`config.mk`:
```
export PLATFORM = sky130hd
export DESIGN_NAME = fetch_prefetch_unit
export DESIGN_NICKNAME = d
export VERILOG_FILES = /design/src/rtl/fetch_prefetch_unit.sv
export SDC_FILE = /design/constraint.sdc
export NUM_CORES = 2
export LEC_CHECK = 0
export BUFFER_PORTS_ARGS = -buffer_cell sky130_fd_sc_hd__buf_2
export CORE_ASPECT_RATIO = 0.8
export CORE_MARGIN = 1
export CORE_UTILIZATION = 43
export CTS_CLUSTER_SIZE = 30
export DETAILED_ROUTE_END_ITERATION = 8
export PLACE_DENSITY = 0.62
export SKIP_LAST_GASP = 1
export SLEW_MARGIN = 20
export SYNTH_ARGS = -nofsm -noshare
export SYNTH_HDL_FRONTEND = slang
export SYNTH_SLANG_ARGS = --single-unit
```
`constraint.sdc`:
```
create_clock -name clk -period 3.5 [get_ports clk]
set_input_delay 0 -clock clk [delete_from_list [all_inputs] [get_ports clk]]
set_output_delay 0 -clock clk [all_outputs]
set_load 0.005 [all_outputs]
```
`src/rtl/fetch_prefetch_unit.sv`:
```
// Instruction fetch stage: byte-stream program loader, word-addressed instruction
// memory and a show-ahead prefetch queue feeding decode with {instr, pc} pairs.
module fetch_prefetch_unit #(
  parameter int unsigned     XLEN         = 32,
  parameter int unsigned     MEM_WORDS    = 64,
  parameter int unsigned     FIFO_DEPTH   = 4,
  parameter logic [XLEN-1:0] RESET_VECTOR = '0
) (
  input  logic            clk,
  input  logic            rst,
  input  logic            ld_valid,
  input  logic [7:0]      ld_byte,
  input  logic            ld_last,
  output logic            ld_ready,
  output logic            ld_done,
  input  logic            stall,
  input  logic            redirect,
  input  logic [XLEN-1:0] redirect_addr,
  output logic            instr_valid,
  input  logic            instr_ready,
  output logic [XLEN-1:0] instr,
  output logic [XLEN-1:0] instr_pc,
  output logic            fault
);

  localparam int unsigned AW = $clog2(MEM_WORDS);
  localparam int unsigned QW = $clog2(FIFO_DEPTH);
  localparam int unsigned CW = QW + 1;

  typedef enum logic [1:0] {ST_LOAD, ST_RUN, ST_FAULT} state_t;

  state_t          state, state_next;

  logic [XLEN-1:0] mem [MEM_WORDS];
  logic [1:0]      byte_cnt;
  logic [AW-1:0]   word_cnt;
  logic [XLEN-1:0] ld_buf, ld_word;
  logic            ld_accept, ld_wr;

  logic [XLEN-1:0] pc;
  logic [AW-1:0]   pc_idx;
  logic            pc_legal, issue, pop, redir_take;

  logic [XLEN-1:0] q_instr [FIFO_DEPTH];
  logic [XLEN-1:0] q_pc    [FIFO_DEPTH];
  logic [QW-1:0]   wr_ptr, rd_ptr;
  logic [CW-1:0]   count;

  assign ld_ready    = (state == ST_LOAD);
  assign ld_done     = (state != ST_LOAD);
  assign fault       = (state == ST_FAULT);
  assign instr_valid = (count != '0);
  assign instr       = instr_valid ? q_instr[rd_ptr] : '0;
  assign instr_pc    = instr_valid ? q_pc[rd_ptr] : '0;

  assign ld_accept  = ld_valid && (state == ST_LOAD) && !rst;
  assign ld_wr      = ld_accept && ((byte_cnt == 2'd3) || ld_last);
  assign redir_take = redirect && (state != ST_LOAD);

  // Legal fetch address: word aligned and inside the instruction memory.
  assign pc_idx   = pc[AW+1:2];
  assign pc_legal = (pc[1:0] == 2'b00) && (pc[XLEN-1:AW+2] == '0);
  assign issue    = (state == ST_RUN) && !redirect && !stall && pc_legal &&
                    (count < CW'(FIFO_DEPTH));
  assign pop      = instr_valid && instr_ready;

  // Incoming byte lands MSB first; bytes not yet received stay zero for padding.
  always_comb begin
    ld_word = ld_buf;
    case (byte_cnt)
      2'd0:    ld_word[XLEN-1  -: 8] = ld_byte;
      2'd1:    ld_word[XLEN-9  -: 8] = ld_byte;
      2'd2:    ld_word[XLEN-17 -: 8] = ld_byte;
      default: ld_word[XLEN-25 -: 8] = ld_byte;
    endcase
  end

  always_ff @(posedge clk) begin
    if (rst) begin
      state <= ST_LOAD;
    end else begin
      state <= state_next;
    end
  end

  always_comb begin
    state_next = state;
    case (state)
      ST_LOAD: begin
        if (ld_wr && (ld_last || (word_cnt == AW'(MEM_WORDS - 1)))) begin
          state_next = ST_RUN;
        end
      end
      ST_RUN: begin
        if (redirect) begin
          state_next = ST_RUN;
        end else if (!pc_legal) begin
          state_next = ST_FAULT;
        end
      end
      ST_FAULT: begin
        if (redirect) begin
          state_next = ST_RUN;
        end
      end
      default: state_next = ST_LOAD;
    endcase
  end

  always_ff @(posedge clk) begin
    if (ld_wr) begin
      mem[word_cnt] <= ld_word;
    end
  end

  always_ff @(posedge clk) begin
    if (rst) begin
      byte_cnt <= '0;
      word_cnt <= '0;
      ld_buf   <= '0;
    end else if (ld_accept) begin
      if (ld_wr) begin
        byte_cnt <= '0;
        word_cnt <= word_cnt + 1'b1;
        ld_buf   <= '0;
      end else begin
        byte_cnt <= byte_cnt + 1'b1;
        ld_buf   <= ld_word;
      end
    end
  end

  // Fetch pointer and queue bookkeeping; redirect flushes and drops any same-cycle pop.
  always_ff @(posedge clk) begin
    if (rst) begin
      pc     <= RESET_VECTOR;
      wr_ptr <= '0;
      rd_ptr <= '0;
      count  <= '0;
    end else if (redir_take) begin
      pc     <= redirect_addr;
      wr_ptr <= '0;
      rd_ptr <= '0;
      count  <= '0;
    end else begin
      if (issue) begin
        pc     <= pc + XLEN'(4);
        wr_ptr <= wr_ptr + 1'b1;
      end
      if (pop) begin
        rd_ptr <= rd_ptr + 1'b1;
      end
      count <= count + CW'(issue) - CW'(pop);
    end
  end

  // The memory read completes within the issue cycle and lands in the queue at its end.
  always_ff @(posedge clk) begin
    if (issue) begin
      q_instr[wr_ptr] <= mem[pc_idx];
      q_pc[wr_ptr]    <= pc;
    end
  end

endmodule

```
==> results by group <==
Outcome
  • Status: finished, final reports clean

Worst setup path
  • Nature of the critical path startpoint: flop
  • Worst EP arrival: 4.11 ns
  • Crit-path cells: buf_12, buf_4, mux4_2, o22ai_1, buf_4, nor4_1, buf_4, o22a_1
  • CP top delay family: buffers and inverters
  • Kind of critical path: reg -> reg
  • Crit-path max cell delay: between 0.6 and 0.7 ns
  • Worst path bufs/invs: 4
  • Slowest stage cell on the critical path: nor4_1
  • Worst-path maximum fanout: 56
  • Endpoint class of the critical path: flop
  • Worst Path Required: 4.13 ns
  • Most used cell, CP: buf_4

Routing
  • DRC viols: 0
  • Drt initial violations: 6111
  • Vias: 45600
  • Routed wire length per instance: about 32 um
  • ANT nets after route: 0
  • Via-to-Cell Ratio: 5.99
  • Initial DRT Pass Iterations: 6
  • WL final: between 200000 and 250000 um

Synthesis
  • Cells after synthesis: 4108
  • Mapped cell area: 90700 sq um
  • Post-synth EDFFs: 2304
  • Ys flop type: edfxtp_1
  • Distinct cells, synth: between 50 and 60
  • Async SR Flop Fraction: 0
  • Sequential area share after synthesis: 0.782
  • Seq cells post-synth: ~2400
  • Synth Warn #: 0
  • Synthesized Nets: about 4200
  • Syn avg cell area: 22.1 sq um

Finish
  • Finished Layout Cells: between 7000 and 8000
  • Layout cells sized above 1: 0.307
  • Area delta synth->final: 16.6%
  • Final core utilization: 0.506
  • Nets: 4678

Die
  • Die Wd: 516 um
  • Core Footprint: approximately 210000 sq um
  • Die ar.: 213000 sq um
  • Rows: 150
  • Initial core utilization: 0.433
  • Die H: approximately 410 um
  • IO Pins: 115

Timing
  • Achievable Freq: 0.287 GHz
  • RSZ-0062 raised after global routing: no
  • Slew Viols, Final: 0
  • Skew final: ~0.056 ns
  • Setup WS post-layout: 0.0106 ns
  • Final Hold Violating Endpoints: 0
  • Tmin final: between 3 and 4 ns
  • Final period util: 0.997
  • Setup TNS: 0 ns
  • Final-report setup violation count: 0
  • Slew headroom: 0.257
  • Worst Tran Pin Value: 1.11 ns

Place
  • Placed Instances: 7139
  • Hpwl dp: 146000 um
  • Buffers on Ports: 114
  • Pre-CTS setup slack: -0.154 ns
  • Gpl congestion: 0.841

GRT
  • Total track usage: 0.229
  • Vias in the first global route: 44200
  • Largest net degree at the start of global routing: 99
  • First-pass GRT wire length: around 340000 um
  • Initial antenna violation count: 19
  • Gr ovfl total: 0

Clock tree
  • Worst-Skew Late Latency: 0.85 ns
  • CTS Buffer Depth: 3
  • Post-CTS setup buffers: 0
  • Clk sinks: about 2400
  • TritonCTS clock tree: done
  • CTS root buffer: clkbuf_16
  • Clock slew at reported path FFs: about 0.06 ns
  • Clock buffer count from CTS: 218
  • H-tree depth: 4

Power
  • Max VDD drop: approximately 0.46 mV
  • Total power: about 60 mW
  • P_leak: 32.7 nW
  • Cell Pwr Density: 561 nW/um^2

Min path
  • Hold Path Class: in -> reg

Run
  • Max Cap Violations: 0
==> cells by family (layout without fill, tap and decap cells) <==
logic type | count (synthesis) | count (layout) | synth area share
other cells | 0 | 7 | 0
fa+ha+maj | 13 | 13 | 0.00188
simple gates | 438 | 438 | 0.0239
buf+inv | 244 | 935 | 0.0123
mux | 659 | 659 | 0.153
compound gates | 349 | 349 | 0.0259
xor+xnor | 12 | 12 | 0.00116
flops | 2393 | 2393 | 0.782
==> flip-flops by register name (all words and copies together), names as in the netlist, named ones only <==
signal and cells:
byte_cnt 2, count 3, ld_buf 32, mem 2048, pc 32, q_instr 128
q_pc 128, rd_ptr 2, state 2, word_cnt 6, wr_ptr 2
==> synthesized netlist by cell type (4+ instances only) <==
library cell  number  share of area
a211oi_1          34         0.0028
a21oi_1           63         0.0035
a22oi_1           24         0.0020
a31oi_1            4        0.00028
and2_1           100         0.0069
buf_1             10        0.00041
buf_2             46         0.0025
buf_4             33         0.0027
clkbuf_1         138         0.0057
dfxtp_1           89          0.020
edfxtp_1        2304           0.76
ha_1              12         0.0017
inv_1             14        0.00058
mux2_2            33         0.0041
mux2i_1           50         0.0055
mux4_2           576           0.14
nand2_1           94         0.0039
nand2b_1           5        0.00034
nand3_1           13        0.00072
nand4_1            6        0.00041
nor2_1           122         0.0050
nor2b_1            8        0.00055
nor3_1            28         0.0015
nor4_1            36         0.0025
o21ai_0            6        0.00033
o221ai_1          26         0.0025
o22a_1            28         0.0027
o22ai_1          148          0.010
o311ai_0           6        0.00058
or2_2              4        0.00028
or3_1             11        0.00076
xnor2_1            7        0.00068
xor2_1             5        0.00048
==> repair_timing <==
action                                  in CTS  in global routing
gates resized for setup                      2                  4
hold buffers                                71                  0
endpoints found under the setup margin     200                103
endpoints found under the hold margin      115                  0
==> cell usage in the layout (no fill, tap or decap), types with 12 or more instances in the layout <==
master and instances:
a21oi_1 61, buf_12 93, clkbuf_1 48, clkinv_2 38
clkinv_1 44, o22ai_1 147, nor4_1 32, nand3_1 13
edfxtp_1 2304, nor2_1 58, clkbuf_16 223, o221ai_1 26
a211oi_1 26, inv_1 13, a22oi_1 24, o22a_1 28
nor3_1 20, bufinv_16 16, buf_2 114, mux2i_1 50
mux2_2 29, nor2_4 64, dfxtp_1 81, mux4_2 576
ha_1 12, and2_1 95, nand2_1 93, buf_4 241
dlygate4sd3_1 71
==> through the flow <==
stage | hold slack (ns) | cell area [sq um]
final | 0.0608 | 106000
after global routing | 0.0364 | 106000
after CTS | 0.00609 | 106000
after detailed placement | 0.250 | 98000
after global placement | 0.243 | 98000
after floorplan | 0.0793 | 90700
==> layer usage <==
| metal | vias up | global-route usage | share of wire |
|---|---|---|---|
| met4 | 16 | 0.0451 | 0.018 |
| met2 | 2442 | 0.331 | 0.44 |
| met1 | 24500 | 0.349 | 0.42 |
| met5 | - | 0 | 0.00041 |
| li1 | 18400 | - | - |
| met3 | 300 | 0.0631 | 0.12 |
==> final timing paths <==
check / from / to / slack [ns] / cells past startpoint
setup reg to reg: flop / q_instr[0][10] / 0.01 / 8
hold reg to reg: ld_buf[2] / ld_buf[2] / 0.47 / 1
hold / removal: ld_byte[5] / mem[27][13] / 0.06 / 2
setup / recovery: flop / q_instr[0][10] / 0.01 / 8
==> power breakdown <==
part / internal (mW) / switching [mW] / total [mW]
clock network: 13.1 / 10.5 / 23.5
logic: 1.81 / 2.46 / 4.27
registers: 31.4 / 0.176 / 31.6
==> layout make-up <==
| type | count | area [sq um] |
|---|---|---|
| clock buffers | 282 | 5900 |
| clock inverters | 119 | 1090 |
| flip-flops and latches | 2393 | 71000 |
| inverters | 15 | 57.6 |
| fillers | 16400 | 103000 |
| diodes | 7 | 17.5 |
| repair buffers | 519 | 4950 |
| multi-input cells | 1471 | 19300 |
| well taps | 2812 | 3520 |
Note: power is estimated with default switching activity, not from simulation.
